[src/rtl/mmu_pkg.sv]
// mmu_pkg: shared TLB entry/command types and segment constants for mmu_tlb
package mmu_pkg;
  localparam int ASID_MAX = 8;
  localparam logic [3:0] KSEG0_HI = 4'h8;
  localparam logic [3:0] KSEG1_HI = 4'hA;
  localparam logic [31:0] PA_MASK = 32'h1FFF_FFFF;
  localparam logic [2:0] C_UNCACHED = 3'd2;
  typedef enum logic [1:0] {CMD_NONE, CMD_WRITE, CMD_READ, CMD_PROBE} tlb_cmd_e;
  typedef struct packed {
    logic [19:0] pfn;
    logic [2:0]  c;
    logic        d;
    logic        v;
    logic        g;
  } tlb_lo_t;
  typedef struct packed {
    logic [18:0]         vpn2;
    logic [ASID_MAX-1:0] asid;
    tlb_lo_t             lo1;
    tlb_lo_t             lo0;
  } tlb_entry_t;
  typedef struct packed {
    logic [31:0] paddr;
    logic        uncached;
    logic        refill;
    logic        invalid;
    logic        modified;
  } lk_res_t;
  function automatic logic in_seg(logic [31:0] va, logic [3:0] hi);
    return va[31:29] == hi[3:1];
  endfunction
endpackage

[src/rtl/mmu_tlb_if.sv]
// mmu_tlb_if: lookup ports, CP0 command bus and results of mmu_tlb
interface mmu_tlb_if import mmu_pkg::*; #(
  parameter int NUM_PORTS   = 2,
  parameter int ASID_W      = 8,
  parameter int TLB_ENTRIES = 16
) ();
  localparam int IDX_W = $clog2(TLB_ENTRIES);
  logic [NUM_PORTS-1:0]       lk_req_i;
  logic [NUM_PORTS-1:0][31:0] lk_vaddr_i;
  logic [NUM_PORTS-1:0]       lk_store_i;
  logic [NUM_PORTS-1:0]       lk_valid_o;
  logic [NUM_PORTS-1:0][31:0] lk_paddr_o;
  logic [NUM_PORTS-1:0]       lk_uncached_o;
  logic [NUM_PORTS-1:0]       lk_refill_o;
  logic [NUM_PORTS-1:0]       lk_invalid_o;
  logic [NUM_PORTS-1:0]       lk_modified_o;
  logic [ASID_W-1:0]          cp0_asid_i;
  tlb_cmd_e                   cmd_i;
  logic [IDX_W-1:0]           cmd_index_i;
  tlb_entry_t                 cmd_entry_i;
  logic                       cmd_done_o;
  tlb_entry_t                 cmd_entry_o;
  logic                       probe_hit_o;
  logic [IDX_W-1:0]           probe_index_o;
  modport slave (
    input  lk_req_i, lk_vaddr_i, lk_store_i, cp0_asid_i, cmd_i, cmd_index_i, cmd_entry_i,
    output lk_valid_o, lk_paddr_o, lk_uncached_o, lk_refill_o, lk_invalid_o, lk_modified_o,
           cmd_done_o, cmd_entry_o, probe_hit_o, probe_index_o
  );
  modport master (
    output lk_req_i, lk_vaddr_i, lk_store_i, cp0_asid_i, cmd_i, cmd_index_i, cmd_entry_i,
    input  lk_valid_o, lk_paddr_o, lk_uncached_o, lk_refill_o, lk_invalid_o, lk_modified_o,
           cmd_done_o, cmd_entry_o, probe_hit_o, probe_index_o
  );
endinterface

[src/rtl/tlb_match.sv]
// tlb_match: associative VPN2/ASID compare over all entries, lowest index wins
module tlb_match import mmu_pkg::*; #(
  parameter int N      = 16,
  parameter int ASID_W = 8,
  parameter int IDX_W  = $clog2(N)
) (
  input  tlb_entry_t        ent_i [N],
  input  logic [18:0]       vpn2_i,
  input  logic [ASID_W-1:0] asid_i,
  output logic              hit_o,
  output logic [IDX_W-1:0]  idx_o,
  output tlb_entry_t        ent_o
);
  // scan downwards so the lowest matching index is the last one written
  always_comb begin
    hit_o = 1'b0;
    idx_o = '0;
    ent_o = '0;
    for (int i = N - 1; i >= 0; i--) begin
      if (ent_i[i].vpn2 == vpn2_i && (ent_i[i].lo0.g || ent_i[i].asid[ASID_W-1:0] == asid_i)) begin
        hit_o = 1'b1;
        idx_o = IDX_W'(i);
        ent_o = ent_i[i];
      end
    end
  end
endmodule

[src/rtl/mmu_tlb.sv]
// mmu_tlb: MIPS32 joint-TLB MMU; MMU_TLB_EN enables the TLB, otherwise mapped segments pass through
module mmu_tlb import mmu_pkg::*; #(
  parameter int TLB_ENTRIES = 16,
  parameter int NUM_PORTS   = 2,
  parameter int ASID_W      = 8
) (
  input logic       clk,
  input logic       resetn,
  mmu_tlb_if.slave  bus
);
  localparam int IDX_W = $clog2(TLB_ENTRIES);
  logic done_q;
  // every command completes in one cycle
  always_ff @(posedge clk or negedge resetn)
    if (!resetn) done_q <= 1'b0;
    else done_q <= bus.cmd_i != CMD_NONE;
  assign bus.cmd_done_o = done_q;
`ifdef MMU_TLB_EN
  tlb_entry_t tlb_q [TLB_ENTRIES];
  tlb_entry_t rd_q, wr_ent, unused_pent;
  logic phit, phit_q;
  logic [IDX_W-1:0] pidx, pidx_q;
  tlb_match #(.N(TLB_ENTRIES), .ASID_W(ASID_W), .IDX_W(IDX_W)) u_probe (
    .ent_i(tlb_q), .vpn2_i(bus.cmd_entry_i.vpn2), .asid_i(bus.cp0_asid_i),
    .hit_o(phit), .idx_o(pidx), .ent_o(unused_pent)
  );
  // the global bit is the AND of both EntryLo G bits, kept identical in both halves
  always_comb begin
    wr_ent = bus.cmd_entry_i;
    wr_ent.lo0.g = bus.cmd_entry_i.lo0.g & bus.cmd_entry_i.lo1.g;
    wr_ent.lo1.g = bus.cmd_entry_i.lo0.g & bus.cmd_entry_i.lo1.g;
  end
  // entry storage plus read/probe result registers held until the next such command
  always_ff @(posedge clk or negedge resetn)
    if (!resetn) begin
      for (int i = 0; i < TLB_ENTRIES; i++) tlb_q[i] <= '0;
      rd_q <= '0;
      phit_q <= 1'b0;
      pidx_q <= '0;
    end else begin
      if (bus.cmd_i == CMD_WRITE) tlb_q[bus.cmd_index_i] <= wr_ent;
      if (bus.cmd_i == CMD_READ) rd_q <= tlb_q[bus.cmd_index_i];
      if (bus.cmd_i == CMD_PROBE) begin
        phit_q <= phit;
        pidx_q <= pidx;
      end
    end
  assign bus.cmd_entry_o = rd_q;
  assign bus.probe_hit_o = phit_q;
  assign bus.probe_index_o = pidx_q;
`else
  logic unused_ok;
  assign unused_ok = ^{bus.cp0_asid_i, bus.cmd_index_i, bus.cmd_entry_i, bus.lk_store_i};
  assign bus.cmd_entry_o = '0;
  assign bus.probe_hit_o = 1'b0;
  assign bus.probe_index_o = '0;
`endif
  for (genvar p = 0; p < NUM_PORTS; p++) begin : g_port
    logic [31:0] va;
    logic k0, k1, unm, vld_q;
    lk_res_t res_d, res_q;
    assign va = bus.lk_vaddr_i[p];
    assign k0 = in_seg(va, KSEG0_HI);
    assign k1 = in_seg(va, KSEG1_HI);
    assign unm = k0 | k1;
`ifdef MMU_TLB_EN
    logic hit;
    logic [IDX_W-1:0] unused_idx;
    tlb_entry_t ent;
    tlb_lo_t lo;
    tlb_match #(.N(TLB_ENTRIES), .ASID_W(ASID_W), .IDX_W(IDX_W)) u_match (
      .ent_i(tlb_q), .vpn2_i(va[31:13]), .asid_i(bus.cp0_asid_i),
      .hit_o(hit), .idx_o(unused_idx), .ent_o(ent)
    );
    assign lo = va[12] ? ent.lo1 : ent.lo0;
    assign res_d = '{
      paddr:    unm ? va & PA_MASK : {lo.pfn, va[11:0]},
      uncached: k1 | (!unm & lo.c == C_UNCACHED),
      refill:   !unm & !hit,
      invalid:  !unm & hit & !lo.v,
      modified: !unm & hit & lo.v & !lo.d & bus.lk_store_i[p]
    };
`else
    assign res_d = '{paddr: unm ? va & PA_MASK : va, uncached: k1, refill: 1'b0, invalid: 1'b0, modified: 1'b0};
`endif
    // registered result, held while no request is presented
    always_ff @(posedge clk or negedge resetn)
      if (!resetn) begin
        vld_q <= 1'b0;
        res_q <= '0;
      end else begin
        vld_q <= bus.lk_req_i[p];
        if (bus.lk_req_i[p]) res_q <= res_d;
      end
    assign bus.lk_valid_o[p] = vld_q;
    assign bus.lk_paddr_o[p] = res_q.paddr;
    assign bus.lk_uncached_o[p] = res_q.uncached;
    assign bus.lk_refill_o[p] = res_q.refill;
    assign bus.lk_invalid_o[p] = res_q.invalid;
    assign bus.lk_modified_o[p] = res_q.modified;
  end
endmodule

[src/flat_wrapper.sv]
// flat-port wrapper written by rule: the top's interface ports become plain ports
module mmu_tlb_flat import mmu_pkg::*;
#(
  parameter int TLB_ENTRIES = 16,
  parameter int NUM_PORTS   = 2,
  parameter int ASID_W      = 8
)
  (clk, resetn, bus_lk_req_i, bus_lk_vaddr_i, bus_lk_store_i, bus_cp0_asid_i, bus_cmd_i, bus_cmd_index_i, bus_cmd_entry_i, bus_lk_valid_o, bus_lk_paddr_o, bus_lk_uncached_o, bus_lk_refill_o, bus_lk_invalid_o, bus_lk_modified_o, bus_cmd_done_o, bus_cmd_entry_o, bus_probe_hit_o, bus_probe_index_o);
  mmu_tlb_if #(.NUM_PORTS(NUM_PORTS), .ASID_W(ASID_W), .TLB_ENTRIES(TLB_ENTRIES)) bus_i ();
  input logic clk;
  input logic resetn;
  input wire logic [$bits(bus_i.lk_req_i)-1:0] bus_lk_req_i;
  input wire logic [$bits(bus_i.lk_vaddr_i)-1:0] bus_lk_vaddr_i;
  input wire logic [$bits(bus_i.lk_store_i)-1:0] bus_lk_store_i;
  input wire logic [$bits(bus_i.cp0_asid_i)-1:0] bus_cp0_asid_i;
  input wire logic [$bits(bus_i.cmd_i)-1:0] bus_cmd_i;
  input wire logic [$bits(bus_i.cmd_index_i)-1:0] bus_cmd_index_i;
  input wire logic [$bits(bus_i.cmd_entry_i)-1:0] bus_cmd_entry_i;
  output wire logic [$bits(bus_i.lk_valid_o)-1:0] bus_lk_valid_o;
  output wire logic [$bits(bus_i.lk_paddr_o)-1:0] bus_lk_paddr_o;
  output wire logic [$bits(bus_i.lk_uncached_o)-1:0] bus_lk_uncached_o;
  output wire logic [$bits(bus_i.lk_refill_o)-1:0] bus_lk_refill_o;
  output wire logic [$bits(bus_i.lk_invalid_o)-1:0] bus_lk_invalid_o;
  output wire logic [$bits(bus_i.lk_modified_o)-1:0] bus_lk_modified_o;
  output wire logic [$bits(bus_i.cmd_done_o)-1:0] bus_cmd_done_o;
  output wire logic [$bits(bus_i.cmd_entry_o)-1:0] bus_cmd_entry_o;
  output wire logic [$bits(bus_i.probe_hit_o)-1:0] bus_probe_hit_o;
  output wire logic [$bits(bus_i.probe_index_o)-1:0] bus_probe_index_o;
  assign bus_i.lk_req_i = bus_lk_req_i;
  assign bus_i.lk_vaddr_i = bus_lk_vaddr_i;
  assign bus_i.lk_store_i = bus_lk_store_i;
  assign bus_i.cp0_asid_i = bus_cp0_asid_i;
  assign bus_i.cmd_i = bus_cmd_i;
  assign bus_i.cmd_index_i = bus_cmd_index_i;
  assign bus_i.cmd_entry_i = bus_cmd_entry_i;
  assign bus_lk_valid_o = bus_i.lk_valid_o;
  assign bus_lk_paddr_o = bus_i.lk_paddr_o;
  assign bus_lk_uncached_o = bus_i.lk_uncached_o;
  assign bus_lk_refill_o = bus_i.lk_refill_o;
  assign bus_lk_invalid_o = bus_i.lk_invalid_o;
  assign bus_lk_modified_o = bus_i.lk_modified_o;
  assign bus_cmd_done_o = bus_i.cmd_done_o;
  assign bus_cmd_entry_o = bus_i.cmd_entry_o;
  assign bus_probe_hit_o = bus_i.probe_hit_o;
  assign bus_probe_index_o = bus_i.probe_index_o;
  mmu_tlb #(.TLB_ENTRIES(TLB_ENTRIES), .NUM_PORTS(NUM_PORTS), .ASID_W(ASID_W)) u_core (.clk(clk), .resetn(resetn), .bus(bus_i));
endmodule
[config.mk]
export PLATFORM = sky130hd
export DESIGN_NAME = mmu_tlb_flat
export DESIGN_NICKNAME = d
export VERILOG_FILES = /design/src/rtl/mmu_pkg.sv /design/src/rtl/mmu_tlb_if.sv /design/src/rtl/tlb_match.sv /design/src/rtl/mmu_tlb.sv /design/src/flat_wrapper.sv
export SDC_FILE = /design/constraint.sdc
export NUM_CORES = 1
export LEC_CHECK = 0
export BUFFER_PORTS_ARGS = -buffer_cell sky130_fd_sc_hd__buf_2
export CORE_AREA = 2 2 127 129
export DETAILED_ROUTE_END_ITERATION = 6
export DIE_AREA = 0 0 129 131
export GPL_ROUTABILITY_DRIVEN = 1
export GPL_TIMING_DRIVEN = 0
export PLACE_DENSITY = 0.61
export SLEW_MARGIN = 20
export SYNTH_ARGS = -nofsm -noshare
export SYNTH_HDL_FRONTEND = slang
export SYNTH_SLANG_ARGS = --single-unit
[constraint.sdc]
create_clock -name clk -period 1.9 [get_ports clk]
set_clock_uncertainty 0.1 [all_clocks]
set_input_delay 0.38 -clock clk [delete_from_list [all_inputs] [get_ports clk]]
set_output_delay 0.38 -clock clk [all_outputs]
set_load 0.005 [all_outputs]
# Yosys cells after proc, flatten, opt, wreduce, memory -nomap -nowiden
# Cells that the tools add are included.
[totals]
input_bits = 163
mem_bits_ro = 0
register_bits = 69
wordCells = 16
out_inout_bits = 159
n_memories = 0
latch_bits = 0
ram_bits = 0
[classes]
addsub = 0
n_bitwise = 2
muxes = 2
n_eq_ne = 4
div_mod_pow = 0
n_shift = 0
order_cmp = 0
n_mul = 0
n_reduce_logical = 1
[ops]
columns = ["operator", "count"]
rows = [
  ["$mux W32", 2],
  ["$eq A3 B3 Y1 const B", 4],
  ["$or A1 B1 Y1", 2],
  ["$reduce_bool A2 Y1", 1],
]

# Longest topological paths before layout
# Gate-level depths: netlist of run 1.
[logic_depth]
depth_word = 3
ltp_mapped = 4
ltp_nobuf = 2

# Worst setup path after synthesis of run 1
# OpenSTA, ideal clock, no wires.
[synth_timing]
kind = "input-to-reg"
from = "input bus_lk_req_i[0]"
to = "register u_core.g_port[0].res_q, in the netlist u_core.bus.lk_paddr_o[17]"
required_ns = 1.675
stages = 3
n_path_buf = 2
setup_slack_ns = 0.731
arrival_ns = 0.944
setup_time_ns = 0.125
path_cell_list = "buf_6 -> buf_6 -> mux2_4"
[synth_rtl]
columns = ["element", "line_no", "source"]
rows = [
  ["start: declaration", "flat_wrapper.sv:12", "input wire logic [$bits(bus_i.lk_req_i)-1:0] bus_lk_req_i;"],
  ["end signal: assignment", "mmu_tlb.sv:93", "if (bus.lk_req_i[p]) res_q <= res_d;"],
  ["end: declaration", "mmu_tlb.sv:61", "lk_res_t res_d, res_q;"],
]
# No word-level cell between the ends.

# Worst setup path after layout of run 1
[layout_timing]
from = "register u_core.g_port[1].vld_q"
to = "output bus_lk_valid_o[1]"
[layout_rtl]
columns = ["element", "line_no", "source"]
rows = [
  ["start: declaration", "mmu_tlb.sv:60", "logic k0, k1, unm, vld_q;"],
  ["start signal: assignment", "mmu_tlb.sv:92", "vld_q <= bus.lk_req_i[p];"],
  ["end: declaration", "flat_wrapper.sv:19", "output wire logic [$bits(bus_i.lk_valid_o)-1:0] bus_lk_valid_o;"],
]
# No word-level cell between the ends.

==> results of run 1 <==
[where the power goes]
group	total, mW	switching [mW]	internal, mW
clock network	1.95	0.636	1.32
registers	1.69	0.0750	1.61
logic	0.755	0.281	0.474
[final cells by class]
cell class,instances,area [sq um]
multi-input cells,165,1290
fillers,1581,10400
repair buffers,140,723
well taps,216,270
flip-flops and latches,69,1730
clock inverters,6,109
plain buffers,100,816
clock buffers,10,239
inverters,4,15.0
[registers in the layout, indices dropped and copies added (netlist names)]
| register | flops |
|---|---|
| u_core.g_port.vld_q | 2 |
| u_core.bus.cmd_done_o | 1 |
| u_core.bus.lk_uncached_o | 2 |
| u_core.bus.lk_paddr_o | 64 |
[worst max-delay path by stage]
stage                                       from                        end  slack (ps)
after global placement                    resetn  u_core.bus.lk_paddr_o[25]         -20
after detailed placement         bus_lk_req_i[1]  u_core.bus.lk_paddr_o[57]         500
after CTS                 u_core.g_port[0].vld_q          bus_lk_valid_o[0]         460
final                     u_core.g_port[1].vld_q          bus_lk_valid_o[1]         480
after floorplan                  bus_lk_req_i[0]  u_core.bus.lk_paddr_o[17]         730
after global routing      u_core.g_port[1].vld_q          bus_lk_valid_o[1]         410
[through the flow]
step	instances	cell area, sq um	utilization	hold slack (ps)
floorplan	338	3850	-	-15.6
global placement	692	4810	0.308	384
detailed placement	693	4830	0.310	276
CTS	710	5190	0.333	56.7
global route	710	5190	0.333	58.2
finish	710	5190	0.333	75.9
[worst max-delay path, stage by stage (launching register included)]
cell and delay (ps):
dfrtp_1 360, buf_4 120, buf_2 130
[cell usage after synthesis]
cell     count
a31o_2       2
buf_12       4
buf_4       92
buf_6        4
conb_1       1
dfrtp_1     69
inv_1        4
mux2_2      10
mux2_4      50
nand2_1      2
nand3_1      2
nor2b_1      4
o21ai_0      2
o22ai_1      2
or2_2        1
[cell families after synthesis]
group	count (synthesis)	synth area share
buffers and inverters	104	0.236
flip-flops	69	0.491
multiplexers	60	0.246
AND/OR/NAND/NOR	9	0.0139
AO/OA/AOI/OAI	6	0.0114
other	1	0.00107
[metal layers]
metal / routed length, microns / global-route usage / share of wire
met1: 3190 / 0.102 / 0.40
met2: 3770 / 0.146 / 0.47
met3: 828 / 0.0456 / 0.10
met4: 150 / 0.0448 / 0.019
met5: 30 / 0 / 0.0038
==> flow_metrics.py, run 1 <==
metrics = {
    "setup_path": {
        "crit_required_ps": 1420,
        "reg2reg_to": "u_core.bus.lk_uncached_o[1]",
        "end_kind": "output pin",
        "critPathArrivalTime_ps": 940,
        "r2r_setup_slack_ps": 980,
        "critPathKind": "reg -> out",
        "reg2regPathDepth": 2,
        "critPathLaunchType": "flip-flop",
        "rr_startpoint": "u_core.bus.lk_uncached_o[1]",
        "crit_path_max_fanout": 1,
    },
    "yosys": {
        "synth.largest_area_cell": "dfrtp_1",
        "ys_seq_area_frac": 0.491,
        "syn_inst": 249,
        "avgSynthCellArea_sq_um": 14.1,
        "synth_area_sq_um": 3510,
        "ys_ff_latch": 69,
        "synth_top_area_share": 0.491,
        "synth_cell_types": 15,
        "yosysWarnings": 0,
        "yosys-top-cells-area": "dfrtp_1 (49%), mux2_4 (21%), buf_4 (20%), mux2_2 (3.2%), buf_12 (2.3%)",
    },
    "sta": {
        "drv_slew": 0,
        "worst_slack_ps": 479,
        "setup_violations": 0,
        "final.setup.tns_ps": 0,
        "fin_crit_ps": 1420,
        "fin_crit_sh": 0.748,
        "rsz0062_at_grt": "false",
        "hold_viol_final": 0,
        "fmax_ghz": 0.704,
    },
    "grt": {
        "grt_pass1_wl_microns": 11400,
        "grt.total_usage": 0.0914,
        "grt-ovfl-total": 0,
        "grt_max_degree": 36,
        "grt_pass1_vias": 2169,
        "antenna_found_initial": 2,
    },
    "hold_path": {
        "min_to": "u_core.g_port[0].vld_q",
        "hp-start": "bus_lk_req_i[0]",
        "holdPathStages": 1,
        "hold_class": "in -> reg",
    },
    "placement": {
        "hpwl_microns": 6260,
        "dp_slack_ps": 496,
        "portBuffers": 138,
        "place_congestion": 0.658,
    },
    "routing": {
        "wire_per_inst_microns": 11.2,
        "drt-total-wl_microns": 7970,
        "ant_nets": 0,
        "vias_per_cell": 3.35,
        "dr_total_vias": 2380,
        "post-route-drc-count": 0,
        "firstDrtPassIters": 4,
        "drt_iter0_drc": 35,
    },
    "pwr": {
        "peakVddDrop_uv": 398,
        "p_leak_nw": 2.90,
        "power.density_nw_per_um2": 847,
        "total_power_mw": 4.39,
    },
    "clocking": {
        "postCtsSetupBuffers": 0,
        "clock_latency_ps": 330,
        "tritoncts": "done",
        "cts_hold_buf": 1,
        "ctsResizeCount": 0,
        "path_clk_slew_ps": 60,
        "cts-root-buf": "clkbuf_16",
        "htree_levels": 3,
        "cts_buffers": 9,
        "cts_sinks": 69,
        "cts_max_path_buffers": 2,
    },
    "final_layout": {
        "final_common_cell": "buf_2",
        "drive_above_1_share": 0.644,
        "layout.nets": 652,
        "n_antenna_cell": 0,
        "mostFrequentLayoutCells": "buf_2 (137), buf_4 (93), conb_1 (90), dfrtp_1 (69), mux2_4 (50)",
        "layout-area-overhead-vs-synth_pct": 47.7,
    },
    "floorplanning": {
        "start_util": 0.225,
        "ios": 322,
        "dieHeight_microns": 131,
        "coreArea_sq_um": 15600,
        "die_area_sq_um": 16900,
        "dieWidth_microns": 129,
        "rows": 46,
    },
    "run": {
        "max-cap-violations": 0,
    },
    "status": {
        "status": "finished clean",
    },
}
No activity file was read; power rests on OpenSTA's default activity.
==> run 2: changes to the inputs <==
--- a/config.mk
+++ b/config.mk
@@ -5,13 +5,14 @@
 export SDC_FILE = /design/constraint.sdc
 export NUM_CORES = 1
 export LEC_CHECK = 0
+export ABC_AREA = 1
 export BUFFER_PORTS_ARGS = -buffer_cell sky130_fd_sc_hd__buf_2
-export CORE_AREA = 2 2 127 129
+export CORE_AREA = 2 2 124 126
 export DETAILED_ROUTE_END_ITERATION = 6
-export DIE_AREA = 0 0 129 131
+export DIE_AREA = 0 0 126 128
 export GPL_ROUTABILITY_DRIVEN = 1
 export GPL_TIMING_DRIVEN = 0
-export PLACE_DENSITY = 0.61
+export PLACE_DENSITY = 0.63
 export SLEW_MARGIN = 20
 export SYNTH_ARGS = -nofsm -noshare
 export SYNTH_HDL_FRONTEND = slang
==> constraint.sdc (replaced) <==
create_clock -name clk -period 1.3 [get_ports clk]
set_clock_uncertainty 0.1 [all_clocks]
set_input_delay 0.26 -clock clk [delete_from_list [all_inputs] [get_ports clk]]
set_output_delay 0.26 -clock clk [all_outputs]
set_load 0.005 [all_outputs]
==> run 2 against run 1 <==
  * Sequential cell count unchanged
  * First-iteration DRC count rose to 2.9 times the previous value
  * Worst hold slack worse by 52 ps
  * Critical endpoint is now u_core.bus.lk_paddr_o[42]
  * Highest routed layer is now met4
  * Die area down 4.6%
  * Register-to-register slack worse by 410 ps
==> flow_metrics.py, run 2 <==
metrics = {
    "status": {
        "status": "finished clean",
    },
    "grt": {
        "grt_max_degree": 45,
        "grt.total_usage": 0.106,
        "grt_pass1_wl_microns": 13100,
        "grt_pass1_vias": 2487,
        "grt-ovfl-total": 0,
        "antenna_found_initial": 1,
    },
    "yosys": {
        "synth_cell_types": 11,
        "yosysWarnings": 0,
        "avgSynthCellArea_sq_um": 8.80,
        "yosys-top-cells-area": "dfrtp_1 (51%), buf_4 (22%), nand2_1 (21%), buf_6 (3.0%), nand3_1 (0.60%)",
        "synth_commonest_cells": "nand2_1 (191), buf_4 (97), dfrtp_1 (69)",
        "synth.largest_area_cell": "dfrtp_1",
        "ys.flop_type": "dfrtp_1",
        "synth_most_common_cell": "nand2_1",
        "ys_async_sr_fraction": 1.00,
        "synth_area_sq_um": 3350,
        "synth_edf_count": 0,
        "ys_seq_area_frac": 0.515,
        "synth_top_area_share": 0.515,
        "syn_inst": 381,
        "ys_ff_latch": 69,
    },
    "placement": {
        "place_congestion": 0.695,
        "portBuffers": 138,
        "dp.cells": 797,
        "hpwl_microns": 6900,
        "dp_slack_ps": 191,
        "placed_area_sq_um": 4640,
    },
    "floorplanning": {
        "ios": 322,
        "dieHeight_microns": 128,
        "start_util": 0.226,
        "coreArea_sq_um": 14900,
        "dieWidth_microns": 126,
        "rows": 45,
        "die_area_sq_um": 16100,
    },
    "final_layout": {
        "layout-area-overhead-vs-synth_pct": 49.7,
        "final_common_cell": "nand2_1",
        "layout.nets": 786,
        "largest_reg_flops": 64,
        "fin_area_sq_um": 5020,
        "drive_above_1_share": 0.416,
        "fin_cells": 817,
        "n_fill_cell": 1627,
        "mostFrequentLayoutCells": "nand2_1 (191), buf_2 (135), buf_4 (96), conb_1 (90), dfrtp_1 (69)",
    },
    "setup_path": {
        "crit_path_max_fanout": 10,
        "end_kind": "flip-flop",
        "critPathKind": "in -> reg",
        "path_common_cell": "nand2_1",
        "slowest_stage": "dlygate4sd3_1",
        "cpPeakStageDelay_ps": 530,
        "critPathLaunchType": "primary input",
        "path_buf_inv": 4,
        "critPathTopFamily": "buffers and inverters",
        "worstPathCellList": "dlygate4sd3_1 -> buf_2 -> buf_6 -> buf_4 -> nand2_1 -> nand2_1",
        "critPathArrivalTime_ps": 1360,
        "crit_required_ps": 1420,
    },
    "routing": {
        "drt_iter0_drc": 103,
        "vias_per_cell": 3.38,
        "ant_nets": 0,
        "post-route-drc-count": 0,
        "dr_total_vias": 2761,
        "wire_per_inst_microns": 10.7,
        "drt-total-wl_microns": 8710,
        "firstDrtPassIters": 4,
    },
    "sta": {
        "holdWs_ps": 23.6,
        "drv_slew": 0,
        "fin_crit_ps": 1250,
        "fin_crit_sh": 0.958,
        "rsz0062_at_grt": "true",
        "worst_slack_ps": 54.9,
        "fmax_ghz": 0.803,
        "hold_viol_final": 0,
        "setup_violations": 0,
    },
    "clocking": {
        "path_clk_slew_ps": 60,
        "htree_levels": 3,
        "clock_latency_ps": 330,
        "tritoncts": "done",
        "cts_max_path_buffers": 2,
        "cts_buffers": 9,
        "cts_sinks": 69,
        "cts-root-buf": "clkbuf_16",
    },
    "pwr": {
        "power.density_nw_per_um2": 1210,
        "total_power_mw": 6.07,
        "p_leak_nw": 3.06,
        "peakVddDrop_uv": 636,
    },
    "run": {
        "max-cap-violations": 0,
    },
    "hold_path": {
        "hold_class": "in -> reg",
    },
}
run 2: cell type report:
class	instances	area (sq um)	share of cell area
Multi-Input combinational cell	290	1100	0.220
Inverter	5	28.8	0.00573
Antenna cell	1	2.50	0.000499
Buffer	104	815	0.162
Timing Repair Buffer	144	783	0.156
Clock inverter	4	70.1	0.0140
Clock buffer	12	256	0.0511
Tap cell	188	235	0.0469
Sequential cell	69	1730	0.344
run 2: path summary, 6_finish.rpt:
| kind | to | slack (ps) | cells after the start | start |
|---|---|---|---|---|
| max | u_core.bus.lk_paddr_o[42] | 50 | 6 | bus_lk_req_i[1] |
| min | u_core.bus.lk_paddr_o[15] | 20 | 3 | bus_lk_vaddr_i[15] |
| max reg2reg | u_core.bus.lk_paddr_o[40] | 570 | 2 | u_core.bus.lk_paddr_o[40] |
| min reg2reg | u_core.bus.lk_paddr_o[3] | 360 | 2 | u_core.bus.lk_paddr_o[3] |
| max in group asynchronous | u_core.bus.lk_paddr_o[34] | 270 | 3 | resetn |
| min in group asynchronous | u_core.bus.lk_paddr_o[14] | 280 | 2 | resetn |
run 2: timing repair:
action | 4_1_cts | 5_1_grt
hold buffers | 5 | 0
pin swaps | 0 | 0
setup buffers | 0 | 0
setup endpoints to repair | 2 | 2
resized for setup | 2 | 0
endpoints found under the hold margin | 28 | 0
run 2: metal layers:
| metal | global-route usage | vias to the layer above | share of wire |
|---|---|---|---|
| met5 | 0 | - | 0 |
| met4 | 0.0524 | 0 | 0.020 |
| met2 | 0.154 | 125 | 0.44 |
| met1 | 0.137 | 1175 | 0.43 |
| met3 | 0.0413 | 11 | 0.11 |
| li1 | - | 1450 | - |
run 2: logic make-up (layout without fill, tap and decap cells):
group | Yosys count | after routing | share of synthesized area
simple gates | 197 | 197 | 0.224
buf+inv | 111 | 269 | 0.256
other cells | 1 | 91 | 0.00112
flops | 69 | 69 | 0.515
compound gates | 3 | 3 | 0.00448
run 2: through the flow:
stage	util	TNS, ps
5_1_grt	0.338	-1.89
2_1_floorplan	-	0
6_report	0.338	0
3_5_place_dp	0.312	0
3_3_place_gp	0.310	-37370
4_1_cts	0.338	0
run 2: power breakdown:
group	switching, mW	internal [mW]	total, mW	leakage [nW]
combinational	0.454	0.507	0.961	2.06
clock	0.903	1.78	2.68	0.163
sequential	0.0932	2.33	2.43	0.842
run 2: worst reg2reg max path, cell delays in order (launching register included):
cell,delay (ps)
dfrtp_1,400
nand2_1,80
nand2_1,40
